### config.mk
export PLATFORM = sky130hd
export DESIGN_NAME = hit_pair_gen
export DESIGN_NICKNAME = d
export VERILOG_FILES = /design/src/rtl/hit_pair_gen.sv
export SDC_FILE = /design/constraint.sdc
export NUM_CORES = 1
export LEC_CHECK = 0
export CORE_MARGIN = 8
export CORE_UTILIZATION = 40
export CTS_CLUSTER_SIZE = 16
export DETAILED_ROUTE_END_ITERATION = 7
export PLACE_DENSITY_LB_ADDON = 0.12
export SYNTH_ARGS = -nofsm -noshare
export SYNTH_HDL_FRONTEND = slang
export SYNTH_SLANG_ARGS = --single-unit
### constraint.sdc
create_clock -name ckref -period 14.05 [get_ports ckref]
set_clock_uncertainty 0.15 [all_clocks]
set_input_delay 2.81 -clock ckref [delete_from_list [all_inputs] [get_ports ckref]]
set_output_delay 2.81 -clock ckref [all_outputs]
set_load 0.005 [all_outputs]
### src/rtl/hit_pair_gen.sv
// hit_pair_gen: burst generator of TDC start/stop hit pairs.
// A start in IDLE latches the configuration, waits delay1 cycles, then emits
// hit1/hit2 pulse pairs spaced p_eff cycles apart until count pairs have been
// produced (count=0: until abort). done pulses once at the end of a burst.
// Optional feature: define HIT_PAIR_GEN_PRBS_EN to add a 16-bit LFSR jitter
// term (lfsr[3:0]) to delay2 for every pair.
module hit_pair_gen #(
    parameter int CNT_W = 16,
    parameter int PW_W  = 4
) (
    input  logic             ckref,
    input  logic             rst,
    input  logic             start,
    input  logic             abort,
    input  logic [CNT_W-1:0] delay1,
    input  logic [CNT_W-1:0] delay2,
    input  logic [CNT_W-1:0] period,
    input  logic [PW_W-1:0]  width,
    input  logic [CNT_W-1:0] count,
    output logic             hit1,
    output logic             hit2,
    output logic             busy,
    output logic             done,
    output logic [CNT_W-1:0] pair_cnt
);

    // Wide enough for delay2 + jitter + pulse width + 1 without overflow.
    localparam int EW = CNT_W + 2;

    typedef enum logic [1:0] {IDLE, WAIT1, RUN, FINISH} state_t;

    typedef struct packed {
        logic [CNT_W-1:0] delay2;
        logic [CNT_W-1:0] period;
        logic [PW_W-1:0]  width;
        logic [CNT_W-1:0] count;
    } cfg_t;

    state_t           state_q, state_d;
    cfg_t             cfg_q, cfg_d;
    logic [CNT_W-1:0] wait_q, wait_d;
    logic [CNT_W-1:0] phase_q, phase_d;     // cycles since the current hit1 rise
    logic [CNT_W:0]   d2e_q, d2e_d;         // effective hit1->hit2 offset of this pair
    logic [CNT_W-1:0] pair_cnt_q, pair_cnt_d;
    logic             hit1_q, hit1_d;
    logic             hit2_q, hit2_d;
`ifdef HIT_PAIR_GEN_PRBS_EN
    logic [15:0]      lfsr_q, lfsr_d;
`endif

    logic             accept;
    logic             rise;
    logic             eval;
    logic [CNT_W-1:0] phase_inc;
    logic [CNT_W-1:0] phase_n;
    logic [CNT_W-1:0] pair_base;
    logic [CNT_W:0]   d2e_new;
    logic [EW-1:0]    w_eff;
    logic [EW-1:0]    p_min;
    logic [EW-1:0]    p_eff;
    logic [EW-1:0]    hit2_end;

    // Abort wins over start; the config is taken from the ports on the accepting edge.
    assign accept    = (state_q == IDLE) && start && !abort;
    assign cfg_d     = accept ? {delay2, period, width, count} : cfg_q;
    assign w_eff     = (cfg_d.width == '0) ? EW'(1) : EW'(cfg_d.width);
    assign phase_inc = (phase_q == '1) ? phase_q : phase_q + CNT_W'(1);
    assign p_min     = EW'(d2e_q) + w_eff + EW'(1);
    assign p_eff     = (EW'(cfg_d.period) > p_min) ? EW'(cfg_d.period) : p_min;
    assign hit2_end  = EW'(d2e_q) + w_eff;
`ifdef HIT_PAIR_GEN_PRBS_EN
    assign d2e_new   = {1'b0, cfg_d.delay2} + (CNT_W+1)'(lfsr_q[3:0]);
`else
    assign d2e_new   = {1'b0, cfg_d.delay2};
`endif

    // Next-state, pair timing and registered-output decode.
    always_comb begin
        // NOTE: every variable gets a default first so no path leaves one unassigned (no latches).
        state_d    = state_q;
        wait_d     = wait_q;
        phase_d    = phase_q;
        d2e_d      = d2e_q;
        pair_cnt_d = pair_cnt_q;
        hit1_d     = 1'b0;
        hit2_d     = 1'b0;
        rise       = 1'b0;
        eval       = 1'b0;
        phase_n    = phase_q;
        pair_base  = pair_cnt_q;
`ifdef HIT_PAIR_GEN_PRBS_EN
        lfsr_d     = lfsr_q;
`endif
        case (state_q)
            IDLE: begin
                if (accept) begin
                    pair_base  = '0;
                    pair_cnt_d = '0;
                    if (delay1 == '0) begin
                        rise    = 1'b1;
                        state_d = RUN;
                    end else begin
                        wait_d  = delay1;
                        state_d = WAIT1;
                    end
                end
            end
            WAIT1: begin
                if (abort) begin
                    state_d = IDLE;
                end else if (wait_q <= CNT_W'(1)) begin
                    rise    = 1'b1;
                    state_d = RUN;
                end else begin
                    wait_d = wait_q - CNT_W'(1);
                end
            end
            RUN: begin
                if (abort) begin
                    state_d = IDLE;
                end else if (cfg_q.count != '0 && pair_cnt_q >= cfg_q.count &&
                             EW'(phase_inc) >= hit2_end) begin
                    state_d = FINISH;
                end else if (EW'(phase_inc) >= p_eff || phase_q == '1) begin
                    rise = 1'b1;
                end else begin
                    phase_n = phase_inc;
                    eval    = 1'b1;
                end
            end
            FINISH: state_d = IDLE;
            default: state_d = IDLE;
        endcase

        if (rise) begin
            eval    = 1'b1;
            phase_n = '0;
            d2e_d   = d2e_new;
`ifdef HIT_PAIR_GEN_PRBS_EN
            lfsr_d  = {lfsr_q[0] ^ lfsr_q[2] ^ lfsr_q[3] ^ lfsr_q[5], lfsr_q[15:1]};
`endif
        end

        if (eval) begin
            phase_d = phase_n;
            hit1_d  = EW'(phase_n) < w_eff;
            hit2_d  = (EW'(phase_n) >= EW'(d2e_d)) && (EW'(phase_n) < EW'(d2e_d) + w_eff);
            if ({1'b0, phase_n} == d2e_d && pair_base != '1) begin
                pair_cnt_d = pair_base + CNT_W'(1);
            end
        end
    end

    // State and datapath registers with asynchronous reset.
    always_ff @(posedge ckref or posedge rst) begin
        if (rst) begin
            state_q    <= IDLE;
            cfg_q      <= '0;
            wait_q     <= '0;
            phase_q    <= '0;
            d2e_q      <= '0;
            pair_cnt_q <= '0;
            hit1_q     <= 1'b0;
            hit2_q     <= 1'b0;
`ifdef HIT_PAIR_GEN_PRBS_EN
            lfsr_q     <= 16'hACE1;
`endif
        end else begin
            // NOTE: non-blocking so every register samples the pre-edge values.
            state_q    <= state_d;
            cfg_q      <= cfg_d;
            wait_q     <= wait_d;
            phase_q    <= phase_d;
            d2e_q      <= d2e_d;
            pair_cnt_q <= pair_cnt_d;
            hit1_q     <= hit1_d;
            hit2_q     <= hit2_d;
`ifdef HIT_PAIR_GEN_PRBS_EN
            lfsr_q     <= lfsr_d;
`endif
        end
    end

    assign hit1     = hit1_q;
    assign hit2     = hit2_q;
    assign busy     = (state_q != IDLE);
    assign done     = (state_q == FINISH);
    assign pair_cnt = pair_cnt_q;

endmodule

==> results.sh <==
export IMPL_status="completed"
export IMPL_area_delta_synth_final_pct=26.14
export IMPL_crit_buf_inv=16
export IMPL_min_to="wait_q[12]$_DFFE_PP0P_"
export IMPL_clk_latency_ns=0.43
export IMPL_final_min_clock_period_ns=13.21
export IMPL_nNetsFinal=1514
export IMPL_finalHoldViolCount=0
export IMPL_antenna_cells=0
export IMPL_port_buffers=91
export IMPL_start_kind="input pin"
export IMPL_drive_gt1_share_pct=14.05
export IMPL_worstMarginPinSlew_ns=1.131
export IMPL_min_from="wait_q[12]$_DFFE_PP0P_"
export IMPL_share_comb_of_total_power_pct=60.4
export IMPL_p_clk_share_pct=17.3
export IMPL_postRouteAntennaNets=0
export IMPL_swShare_pct=44.87
export IMPL_io_pins=92
export IMPL_crit_path_start="abort"
export IMPL_cap_violations=0
export IMPL_layout_commonest_cell="nand2_1"
export IMPL_numCtsBuffers=17
export IMPL_drtIter0Drc=640
export IMPL_crit_required_ns=14.21
export IMPL_rsz0062_at_grt="no"
export IMPL_routedWlPerCell_um=18.48
export IMPL_multiInputGateArea_um2=6489
export IMPL_vias=9128
export IMPL_avgViaCountPerCell=5.469
export IMPL_drv_slew=0
export IMPL_grt_antenna_before_repair=0
export IMPL_critical_path_class="input pin to flop"
export IMPL_internal_power_mw=1.441
export IMPL_gr_usage_all_layers_pct=20.16
export IMPL_synth_top_family_by_area="simple AND/OR/NAND/NOR gates"
export IMPL_ir_drop_mv=0.1032
export IMPL_fill_cells=2329
export IMPL_muxShareOfSynthArea_pct=4.857
export IMPL_yosysSeqAreaShare_pct=30.69
export IMPL_min_path_type="flop to flop"
export IMPL_r2r_start="state_q[0]$_DFFE_PP0P_"
export IMPL_grt_max_degree=70
export IMPL_htree_levels=4
export IMPL_place_congestion=0.9261
export IMPL_synth_fa_ha_area_share_pct=14.42
export IMPL_syn_area_per_cell_um2=8.369
export IMPL_grt_ovfl_total=0
export IMPL_async_reset_ff_share_pct=100.0
export IMPL_rows=57
export IMPL_fin_crit_sh_pct=94.00
export IMPL_cts_hold_buf=0
export IMPL_power_switching_mw=1.173
export IMPL_design_area_um2=12450
export IMPL_p_per_area_nw_per_um2=210.0
export IMPL_post_dp_hpwl_mm=23.57
export IMPL_final_cell_mix="nand2_1, dfrtp_1, ha_1"
export IMPL_path_delay_family="simple AND/OR/NAND/NOR gates"
export IMPL_regArea_um2=3028
export IMPL_max_freq_ghz=0.07572
export IMPL_seq_power_share_pct=22.3
export IMPL_synth_seq_cells=121
export IMPL_synthDistinctLibCells=78
export IMPL_cts_tree="yes"
export IMPL_ys_warn_count=0
export IMPL_cpPeakStageDelay_ns=0.58
export IMPL_synth_nets=1361
export IMPL_ys_flop_type="dfrtp_1"
export IMPL_reg2reg_slack_ns=2.83
export IMPL_crit_slowest_cell="or4_4"
export IMPL_cp_data_arrival_time_ns=13.36
export IMPL_path_max_fanout=8
export IMPL_die_area_um2=29950
export IMPL_start_util_pct=40.69
export IMPL_path_common_cell="buf_4"
export IMPL_grt_pass1_vias=8797
export IMPL_chipHeight_um=173.1
export IMPL_wirelength_mm=30.84
export IMPL_setup_viol=0
export IMPL_die_w_um=173.1
export IMPL_cts_root_buf="clkbuf_16"
export IMPL_min_path_cells=2
export IMPL_synth_edf_count=0
export IMPL_synth_xor_area_share_pct=5.224
export IMPL_synthSimpleGateAreaFrac_pct=22.84
export IMPL_holdWs_ns=0.3363
export IMPL_relSlewSlack_pct=24.58
export IMPL_worstRegToRegCells=53
export IMPL_synth_area_um2=9867
export IMPL_dpl_instance_area_um2=11600
export IMPL_core_area_um2=24250
export IMPL_clkSlewWorstSetupHoldPaths_ns=0.07
export IMPL_postSynthCellCount=1179
export IMPL_rr_endpoint="hit2$_DFF_PP0_"
export IMPL_synth_compound_area_share_pct=16.83
export IMPL_p_leak_nw=5.692
export IMPL_cts_buffer_depth=2
export IMPL_clock_sinks=121
export IMPL_cp_end_kind="flop"
export IMPL_grt_first_pass_wirelength_mm=48.62
export IMPL_drc_errors=0
export IMPL_dr_pass1_iters=6
Yosys cell counts (all sizes together), types with 11 or more instances:
library cell	instances	share of area, %
nor3	33	1.7
or3	11	0.70
nor2	53	2.0
nand4	32	2.0
a21o	18	1.4
a21oi	70	3.6
nand2b	16	1.0
xor2	17	1.6
mux2i	28	2.9
xnor2	41	3.6
ha	108	14
and2	16	1.0
nand3	32	1.6
and3	14	0.89
nor4	22	1.6
dfrtp	121	31
o21ai	95	4.9
nand2	170	6.5
mux2	15	1.7
o211ai	12	0.91
o31ai	12	0.91
inv	84	3.2
clkbuf	27	1.0
buf	18	0.89
through the flow:
step | utilization (%) | total power, mW | std cells | setup TNS [ns] | setup slack [ns]
finish | 51.33 | 2.614 | 1669 | 0 | 0.8434
global route | 51.33 | 2.846 | 1669 | 0 | 0.1702
CTS | 50.28 | 2.530 | 1656 | 0 | 0.1895
detailed placement | 47.85 | 2.068 | 1624 | -0.2299 | -0.2299
global placement | 47.85 | 2.048 | 1624 | 0 | 0.002624
floorplan | - | 1.577 | 1179 | 0 | 0.06386
registers in the layout (all words and copies together) (netlist names):
signal,count
phase_q,16
state_q,2
d2e_q,17
hit2,1
wait_q,16
cfg_q,52
hit1,1
pair_cnt,16
tightest hold or removal path: cells and delay by family (launching register included):
kind,cells,cell delay (ns)
AO/OA/AOI/OAI,1,0.06
flip-flops,1,0.35
AND/OR/NAND/NOR,1,0.05
routing by layer:
layer,GRT usage [%],up-vias,routed length (um)
li1,-,4542,-
met1,27.46,4329,14690
met2,31.89,219,14110
met3,3.463,38,1323
met4,6.755,0,718
met5,0,-,0
repair_timing:
item / 4_1_cts / 5_1_grt
resized for setup: 0 / 40
buffers inserted: 0 / 13
setup endpoints to repair: 0 / 16
worst max path at each step:
stage | cells past startpoint | to
CTS | 58 | hit2$_DFF_PP0_
global route | 57 | hit2$_DFF_PP0_
detailed placement | 58 | hit2$_DFF_PP0_
finish | 57 | hit2$_DFF_PP0_
floorplan | 60 | hit2$_DFF_PP0_
global placement | 58 | hit2$_DFF_PP0_
kinds of logic (layout without fill, tap and decap cells):
group           count (synthesis)  count (layout)
compound gates                267             267
flops                         121             121
mux                            44              44
xor+xnor                       58              58
simple gates                  446             446
fa+ha+maj                     113             113
buf+inv                       130             296
power by group through the flow:
stage                     clock, mW  sequential (mW)  combinational, mW
final                         0.453            0.583               1.58
after global routing          0.474            0.599               1.77
after CTS                     0.460            0.579               1.49
after detailed placement          0            0.584               1.48
after global placement            0            0.584               1.46
after floorplan                   0            0.538               1.04
final cells by class:
cell class | count | area share [%]
clock inverter | 15 | 1.317
clock buffer | 17 | 3.418
multi-input combinational | 928 | 52.14
tap | 324 | 3.257
sequential | 121 | 24.33
inverter | 85 | 2.584
timing repair buffer | 179 | 12.96
Note: power is estimated with default switching activity, not from simulation.
